===== config.mk =====
export PLATFORM = sky130hd
export DESIGN_NAME = control_r
export DESIGN_NICKNAME = d
export VERILOG_FILES = /design/src/rtl/usb_pkg.sv /design/src/rtl/rx_stream_reg.sv /design/src/rtl/control_r.sv
export SDC_FILE = /design/constraint.sdc
export NUM_CORES = 1
export LEC_CHECK = 0
export ABC_AREA = 1
export BUFFER_PORTS_ARGS = -buffer_cell sky130_fd_sc_hd__buf_2
export CAP_MARGIN = 10
export CORE_UTILIZATION = 58
export CTS_CLUSTER_SIZE = 28
export DETAILED_ROUTE_END_ITERATION = 6
export PLACE_DENSITY = 0.87
export SLEW_MARGIN = 5
export SYNTH_ARGS = -nofsm -noshare
export SYNTH_HDL_FRONTEND = slang
export SYNTH_SLANG_ARGS = --single-unit

===== constraint.sdc =====
create_clock -name clk -period 3.5 [get_ports clk]
set_input_delay 0.35 -clock clk [delete_from_list [all_inputs] [get_ports clk]]
set_output_delay 0.35 -clock clk [all_outputs]
set_load 0.01 [all_outputs]

===== src/rtl/usb_pkg.sv =====
// Shared USB link-layer definitions: PID codes, PID type field, length limit, RX router states.
// Latency: n/a (constants, types and a pure helper function only).
// Backpressure: n/a.
package usb_pkg;

  // Token PIDs
  localparam logic [7:0] PID_OUT   = 8'hE1;
  localparam logic [7:0] PID_IN    = 8'h69;
  localparam logic [7:0] PID_SOF   = 8'hA5;
  localparam logic [7:0] PID_SETUP = 8'h2D;

  // Data PIDs
  localparam logic [7:0] PID_DATA0 = 8'hC3;
  localparam logic [7:0] PID_DATA1 = 8'h4B;
  localparam logic [7:0] PID_DATA2 = 8'h87;
  localparam logic [7:0] PID_MDATA = 8'h0F;

  // Handshake PIDs
  localparam logic [7:0] PID_ACK   = 8'hD2;
  localparam logic [7:0] PID_NAK   = 8'h5A;
  localparam logic [7:0] PID_STALL = 8'h1E;
  localparam logic [7:0] PID_NYET  = 8'h96;

  // PID[1:0] of every data-class PID
  localparam logic [1:0] PID_TYPE_DATA = 2'b11;

  // PID + 1024 payload bytes + CRC16
  localparam int MAX_PKT_LEN_DEF = 1027;

  typedef enum logic [1:0] {
    ST_IDLE     = 2'd0,
    ST_ROUTE_TO = 2'd1,
    ST_ROUTE_LT = 2'd2,
    ST_DROP     = 2'd3
  } rx_state_t;

  // The upper nibble of a PID byte is the ones' complement of the lower nibble
  function automatic logic pid_is_valid(input logic [7:0] pid);
    return pid[7:4] == ~pid[3:0];
  endfunction

endpackage


===== src/rtl/rx_stream_reg.sv =====
// Single register stage carrying one sop/eop/data byte beat toward a consumer.
// Latency: 1 cycle from load to out_valid.
// Backpressure: can_load = ~out_valid | out_ready, so a full stage drains and reloads in the same cycle.
module rx_stream_reg (
  input  logic       clk,
  input  logic       rst_n,
  input  logic       load,
  input  logic       in_sop,
  input  logic       in_eop,
  input  logic [7:0] in_data,
  output logic       can_load,
  output logic       out_sop,
  output logic       out_eop,
  output logic       out_valid,
  input  logic       out_ready,
  output logic [7:0] out_data
);

  assign can_load = ~out_valid | out_ready;

  // Valid flag: set on load, cleared when the held beat drains without a replacement
  always_ff @(posedge clk or negedge rst_n) begin
    if (!rst_n) begin
      out_valid <= 1'b0;
    end else if (load) begin
      out_valid <= 1'b1;
    end else if (out_ready) begin
      out_valid <= 1'b0;
    end
  end

  // Payload is captured only when a beat is loaded
  always_ff @(posedge clk or negedge rst_n) begin
    if (!rst_n) begin
      out_sop  <= 1'b0;
      out_eop  <= 1'b0;
      out_data <= 8'h00;
    end else if (load) begin
      out_sop  <= in_sop;
      out_eop  <= in_eop;
      out_data <= in_data;
    end
  end

endmodule


===== src/rtl/control_r.sv =====
// RX packet router: decodes the PID at SOP and steers the packet to the token/handshake or data stream.
// Latency: 1 cycle PHY beat to output beat; status pulses are combinational with the accepted beat.
// Backpressure: PHY ready follows the selected output stage; discarded beats (bad PID, DROP) are always accepted.
module control_r
  import usb_pkg::*;
#(
  parameter int MAX_PKT_LEN = MAX_PKT_LEN_DEF,
  parameter int LEN_W       = 11
) (
  input  logic       clk,
  input  logic       rst_n,
  input  logic       rx_pl_sop,
  input  logic       rx_pl_eop,
  input  logic       rx_pl_valid,
  output logic       rx_pl_ready,
  input  logic [7:0] rx_pl_data,
  output logic       rx_to_sop,
  output logic       rx_to_eop,
  output logic       rx_to_valid,
  input  logic       rx_to_ready,
  output logic [7:0] rx_to_data,
  output logic       rx_lt_sop,
  output logic       rx_lt_eop,
  output logic       rx_lt_valid,
  input  logic       rx_lt_ready,
  output logic [7:0] rx_lt_data,
  output logic       rx_data_on,
  output logic       rx_lp_eop_en,
  output logic       rx_pid_err,
  output logic       rx_len_err
);

  rx_state_t        state, state_nxt;
  logic [LEN_W-1:0] cnt, cnt_nxt;
  logic             data_on_nxt;
  logic             to_can, lt_can;
  logic             pid_ok, pid_data, decode;
  logic             sel_to, sel_lt;
  logic             acc, load_to, load_lt, trunc, fwd_eop;

  assign pid_ok   = pid_is_valid(rx_pl_data);
  assign pid_data = (rx_pl_data[1:0] == PID_TYPE_DATA);
  // A sop beat mid-packet is treated exactly like a packet start in IDLE
  assign decode   = (state == ST_IDLE) ||
                    (((state == ST_ROUTE_TO) || (state == ST_ROUTE_LT)) && rx_pl_sop);

  // Path selection for the current PHY beat; neither path selected means discard
  always_comb begin
    sel_to = 1'b0;
    sel_lt = 1'b0;
    if (decode) begin
      if (rx_pl_sop && pid_ok) begin
        sel_lt = pid_data;
        sel_to = ~pid_data;
      end
    end else if (state == ST_ROUTE_TO) begin
      sel_to = 1'b1;
    end else if (state == ST_ROUTE_LT) begin
      sel_lt = 1'b1;
    end
  end

  // Held low during reset so every output reads 0 while rst_n is asserted
  assign rx_pl_ready  = rst_n & (sel_to ? to_can : (sel_lt ? lt_can : 1'b1));
  assign acc          = rx_pl_valid & rx_pl_ready;
  assign load_to      = acc & sel_to;
  assign load_lt      = acc & sel_lt;
  assign trunc        = (load_to | load_lt) & ~decode & ~rx_pl_eop &
                        (cnt == LEN_W'(MAX_PKT_LEN - 1));
  assign fwd_eop      = rx_pl_eop | trunc;
  assign rx_lp_eop_en = acc & rx_pl_eop;
  assign rx_pid_err   = acc & decode & rx_pl_sop & ~pid_ok;
  assign rx_len_err   = trunc;

  // Next state, byte count and data-path indicator, updated only on accepted beats
  always_comb begin
    state_nxt   = state;
    cnt_nxt     = cnt;
    data_on_nxt = rx_data_on;
    if (acc) begin
      if (decode) begin
        if (rx_pl_sop) begin
          cnt_nxt = LEN_W'(1);
          if (rx_pl_eop)     state_nxt = ST_IDLE;
          else if (!pid_ok)  state_nxt = ST_DROP;
          else if (pid_data) state_nxt = ST_ROUTE_LT;
          else               state_nxt = ST_ROUTE_TO;
        end
      end else if (state == ST_DROP) begin
        if (rx_pl_eop) state_nxt = ST_IDLE;
      end else begin
        cnt_nxt = cnt + LEN_W'(1);
        if (rx_pl_eop)  state_nxt = ST_IDLE;
        else if (trunc) state_nxt = ST_DROP;
      end
      // A truncated or aborted data packet keeps the indicator until its tail is dropped
      case (state_nxt)
        ST_ROUTE_LT: data_on_nxt = 1'b1;
        ST_DROP:     data_on_nxt = rx_data_on;
        default:     data_on_nxt = 1'b0;
      endcase
    end
  end

  // FSM state, byte counter and data-path indicator registers
  always_ff @(posedge clk or negedge rst_n) begin
    if (!rst_n) begin
      state      <= ST_IDLE;
      cnt        <= '0;
      rx_data_on <= 1'b0;
    end else begin
      state      <= state_nxt;
      cnt        <= cnt_nxt;
      rx_data_on <= data_on_nxt;
    end
  end

  rx_stream_reg u_to_reg (
    .clk       (clk),
    .rst_n     (rst_n),
    .load      (load_to),
    .in_sop    (rx_pl_sop),
    .in_eop    (fwd_eop),
    .in_data   (rx_pl_data),
    .can_load  (to_can),
    .out_sop   (rx_to_sop),
    .out_eop   (rx_to_eop),
    .out_valid (rx_to_valid),
    .out_ready (rx_to_ready),
    .out_data  (rx_to_data)
  );

  rx_stream_reg u_lt_reg (
    .clk       (clk),
    .rst_n     (rst_n),
    .load      (load_lt),
    .in_sop    (rx_pl_sop),
    .in_eop    (fwd_eop),
    .in_data   (rx_pl_data),
    .can_load  (lt_can),
    .out_sop   (rx_lt_sop),
    .out_eop   (rx_lt_eop),
    .out_valid (rx_lt_valid),
    .out_ready (rx_lt_ready),
    .out_data  (rx_lt_data)
  );

endmodule

[Word level (Yosys, flattened, before mapping)]
Cells that the tools add are included.
Operators by class
  bitwise logic cells: 23
  reductions and logical operators: 9
  muxes and demuxes: 27
  eq/ne operators: 10
  $add $sub $neg: 1
Operator list (count)
  11-bit 2-to-1 mux: 3
  2-bit 2-to-1 mux: 10
  1-bit 2-to-1 mux: 13
  11-bit by 1-bit adder with 11-bit output (second input constant): 1
  1-bit bitwise AND: 11
  11-bit == test (second input constant): 1
  2-bit == test (second input constant): 5
  1-bit NOT: 7
  4-bit == test: 1
  2-bit inequality test (second input constant): 2
  4-bit NOT: 1
  1-bit bitwise OR: 4
  2-bit nonzero test: 2
  3-bit AND reduction: 1
  2-bit by 1-bit == test with 1-bit output (second input constant): 1
  1-bit logical AND: 2
  2-bit logical NOT: 1
  1-bit logical OR: 2
  1-bit case mux with 2 select lines: 1
  2-bit AND reduction: 1
Storage, ports and cells
  output and inout bits: 27
  logic and storage cells: 81
  flip-flop bits (word level): 36

[Depth between registers and ports, before layout]
  word-level depth: 22
  gate-level depth with buffers: 16

[Hierarchy]
A second synthesis with hierarchy kept.
Unflattened totals
  cells, all modules: 248
  area total of the unflattened synthesis: 2019.4 µm²
Modules (own cells, without submodules)
  control_r: area an instance 1176.1 µm², times used 1, cells each 154, seq. area each 350.3 µm²
  rx_stream_reg: area an instance 421.7 µm², times used 2, cells each 47, seq. area each 275.3 µm²

[Worst setup path after synthesis]
Ideal clock, no wire load.
  path kind: register to output
  from: reg state[0]
  to: out rx_pid_err
  buffers on the path: 0
  cell stages (with the launch flop): 12
  arrival time: 1.888 ns
  setup slack: 1.262 ns
  path through: dfrtp_1 -> inv_1 -> ha_1 -> a21oi_4 -> nor2_4 -> nand4_1 -> nand2_1 -> a21oi_4 -> nand3_4 -> nor2_1 -> inv_1 -> a21oi_1
Between the ends
  longest elaborated chain between the ends: 12
  elaborated cells between the ends (all ways): 18
Ends and longest elaborated chain
  from (decl): RTL line control_r.sv:33  | rx_state_t state, state_nxt;
  from (signal assigned): RTL line control_r.sv:112  | state <= state_nxt;
  2-bit by 1-bit == test with 1-bit output or 2-bit == test (tied branches): RTL line control_r.sv:45, control_r.sv:56, control_r.sv:58
  1-bit logical OR: RTL line control_r.sv:45  | (((state == ST_ROUTE_TO) || (state == ST_ROUTE_LT)) && rx_pl_sop);
  1-bit logical AND: RTL line control_r.sv:45
  1-bit logical OR: RTL line control_r.sv:44  | assign decode = (state == ST_IDLE) ||
  1-bit 2-to-1 mux: RTL line control_r.sv:51  | if (decode) begin
  1-bit 2-to-1 mux (2 in a row): RTL line control_r.sv:64  | assign rx_pl_ready = rst_n & (sel_to ? to_can : (sel_lt ? lt_can : 1'b1));
  1-bit bitwise AND: RTL line control_r.sv:64
  1-bit bitwise AND: RTL line control_r.sv:65  | assign acc = rx_pl_valid & rx_pl_ready;
  1-bit bitwise AND (*) (3 in a row): RTL line control_r.sv:72  | assign rx_pid_err = acc & decode & rx_pl_sop & ~pid_ok;
  to (decl): RTL line control_r.sv:29  | output logic rx_pid_err,
Mark *: on every way between the ends. The rest lies on a longest branch, timed or not.

[Worst setup path after layout]
Same ends and word-level chain as after synthesis.

==> impl_metrics.toml <==
[timing]
rsz0062_at_grt = "no"
finalSetupTns_ns = 0
skew_ns = 0.003650
layout_setup_ws_ns = 0.5816
final_hold_viol_count = 0
whs_ns = 0.06526
max-slew-margin-rel_pct = 51.73
min_period_over_period_pct = 83.38
max_freq_mhz = 342.7
worstMarginPinSlew_ns = 0.7175
min_period_ns = 2.918
slew_violations = 0
setup_violations = 0

[clocking]
cts_buffer_depth = 2
clk_pin_slew_ns = 0.11
htree_levels = 2
post_cts_resized = 0
hold_buffers = 0
clock-sinks = 36
post-cts-setup-buffers = 0
cts_tree = "built"
clk_latency_ns = 0.34
cts_buffers = 5
root_buffer = "clkbuf_4"

[routing]
antenna_left = 0
wl_met1_um = 1940
dr_wl_met3_um = 188
drt_iter0_drc = 67
drtPass1Iterations = 4
num_vias = 1682
routedWlPerCell_um = 12.46
highest_layer = "met4"
route.met2.wl_um = 1828
viasPerCell = 5.191
drc = 0
wl_um = 4037

[floorplan]
io_pins = 42
core_area_um2 = 3128
initial_utilization_pct = 62.24
dieArea_um2 = 3592
die_w_um = 59.94
row_count = 20
die_y_um = 59.94

[worst_setup_path]
arrival_ns = 2.57
path_max_fanout = 8
crit_slowest_cell = "dfrtp_1"
cp-start-kind = "flip-flop"
worstPathRequired_ns = 3.15
path_cells = "inv_1 > ha_1 > a21oi_4 > nor2_4 > nand4_1 > nand2_1 > a21oi_4 > nand3_4 > nor2_1 > inv_1 > a21oi_1 > buf_2"
max_stage_delay_ns = 0.44
worstSetupEndpointType = "output port"
crit_type = "reg2out"

[layout]
layout_commonest_cell = "nand2_1"
num_antenna_cells = 0
final_nets = 300
fill_cells = 235
layout_common_cells = "nand2_1 (53), buf_2 (41), dfrtp_1 (36), inv_1 (32), o21ai_0 (26)"
area_growth_pct = 16.77
drive_gt1_share_pct = 25.00

[pwr]
powerDensity_nw_per_um2 = 765.9
power_w = 0.001741
ir_drop_mv = 0.3896
power.leakage_nw = 1.169

[grt]
track_usage_pct = 25.66
antenna_found_initial = 0
grt_pass1_vias = 1511
grt-ovfl-total = 0
grt_pass1_wl_um = 6637
grt_start_max_net_pins = 37

[placed_design]
place.gp.congestion = 0.8660
dp_slack_ns = 0.9827
port_buffers = 41
dp_hpwl_um = 3000

[min_path]
hp-class = "in2async"

[yosys]
synth_warnings = 0
ys_seq_area_share_pct = 46.27
synth-seq-cells = 36
synthCells = 234
ys_types = 30
synth_fp_nets = 255
netlist_area_um2 = 1947
avgSynthCellArea_um2 = 8.320

[status]
status = "complete, no violations"

[job]
maxCapViolations = 0
[flip-flops by register name, indices dropped and copies added (netlist names)]
signal and cells:
cnt 11, u_to_reg.out_sop 1, u_lt_reg.out_eop 1, u_to_reg.out_eop 1, u_to_reg.out_valid 1, u_lt_reg.out_valid 1, rx_data_on 1, state 2
u_to_reg.out_data 8, u_lt_reg.out_sop 1, u_lt_reg.out_data 8
[cell families (layout without fill, tap and decap cells)]
family	after synthesis	in the layout	share of synthesized area [%]
AND/OR/NAND/NOR	93	93	23.97
AO/OA/AOI/OAI	52	52	15.55
buffers and inverters	44	90	8.998
flip-flops	36	36	46.27
adder cells (fa/ha/maj)	6	6	3.856
XOR/XNOR	3	3	1.350
[per-layer routing]
metal  vias to the layer above  global-route usage (%)
met5                         -                       0
met4                         0                   11.63
met3                         8                   6.926
met2                        46                   40.79
met1                       775                   32.59
li1                        853                       -
[Yosys cell counts]
master | instances | area share, %
nand2_1 | 53 | 10
nor2_2 | 2 | 0.64
a21oi_4 | 2 | 1.7
o21ai_0 | 26 | 6.7
ha_1 | 6 | 3.9
o211ai_1 | 3 | 1.2
xor2_1 | 3 | 1.3
nand3_1 | 6 | 1.5
nor2_1 | 7 | 1.3
a21oi_1 | 12 | 3.1
nor4_1 | 2 | 0.64
nand2_2 | 1 | 0.32
o21ai_1 | 4 | 1.0
nor3_1 | 6 | 1.5
o31ai_1 | 4 | 1.5
dfrtp_1 | 36 | 46
clkbuf_1 | 2 | 0.39
and2_1 | 1 | 0.32
nand3_2 | 2 | 1.0
nand2_4 | 1 | 0.58
nand3_4 | 2 | 1.8
nand4_1 | 6 | 1.9
and3_1 | 1 | 0.32
clkinv_4 | 1 | 0.45
inv_2 | 6 | 1.2
inv_1 | 32 | 6.2
buf_2 | 2 | 0.51
o21a_1 | 1 | 0.39
inv_4 | 1 | 0.32
nor2_4 | 3 | 1.7
[where the power goes]
part           internal, W  switching, W
Clock             0.000150      0.000139
Combinational     0.000271      0.000461
Sequential        0.000598      0.000122
[path summary, 6_finish.rpt]
path	start	to	slack, ns	cells past startpoint
min reg2reg	u_to_reg.out_data[4]$_DFFE_PN0P_	u_to_reg.out_data[4]$_DFFE_PN0P_	0.49	2
min in group clk	rx_to_ready	u_to_reg.out_valid$_DFFE_PN0P_	0.18	2
max reg2reg	state[0]$_DFFE_PN0N_	u_to_reg.out_eop$_DFFE_PN0P_	1.01	13
max	state[0]$_DFFE_PN0N_	rx_pid_err	0.58	12
max in group asynchronous	rst_n	rx_data_on$_DFFE_PN0P_	3.12	2
min	rst_n	u_lt_reg.out_data[7]$_DFFE_PN0P_	0.07	2
[per-stage QoR]
step | instances | util, % | instance area, um2
floorplan | 234 | - | 1947
global placement | 316 | 70.24 | 2197
detailed placement | 316 | 70.24 | 2197
CTS | 324 | 72.68 | 2273
global route | 324 | 72.68 | 2273
finish | 324 | 72.68 | 2273
[cell type report]
type / count / area, um2 / area share, %
clock buffers: 6 / 41.29 / 1.816
clock inverters: 2 / 35.03 / 1.541
inverters: 40 / 157.7 / 6.934
multi-input cells: 154 / 870.8 / 38.30
flip-flops and latches: 36 / 900.9 / 39.63
well taps: 44 / 55.05 / 2.422
repair buffers: 42 / 212.7 / 9.356
[critical path: cells and delay by family, from the launching register on]
family          cells  cell delay (ns)
simple gates        5             0.56
buf+inv             3             0.38
compound gates      3             0.51
flops               1             0.44
fa+ha+maj           1             0.34
Power figures use the tool's default switching activity.
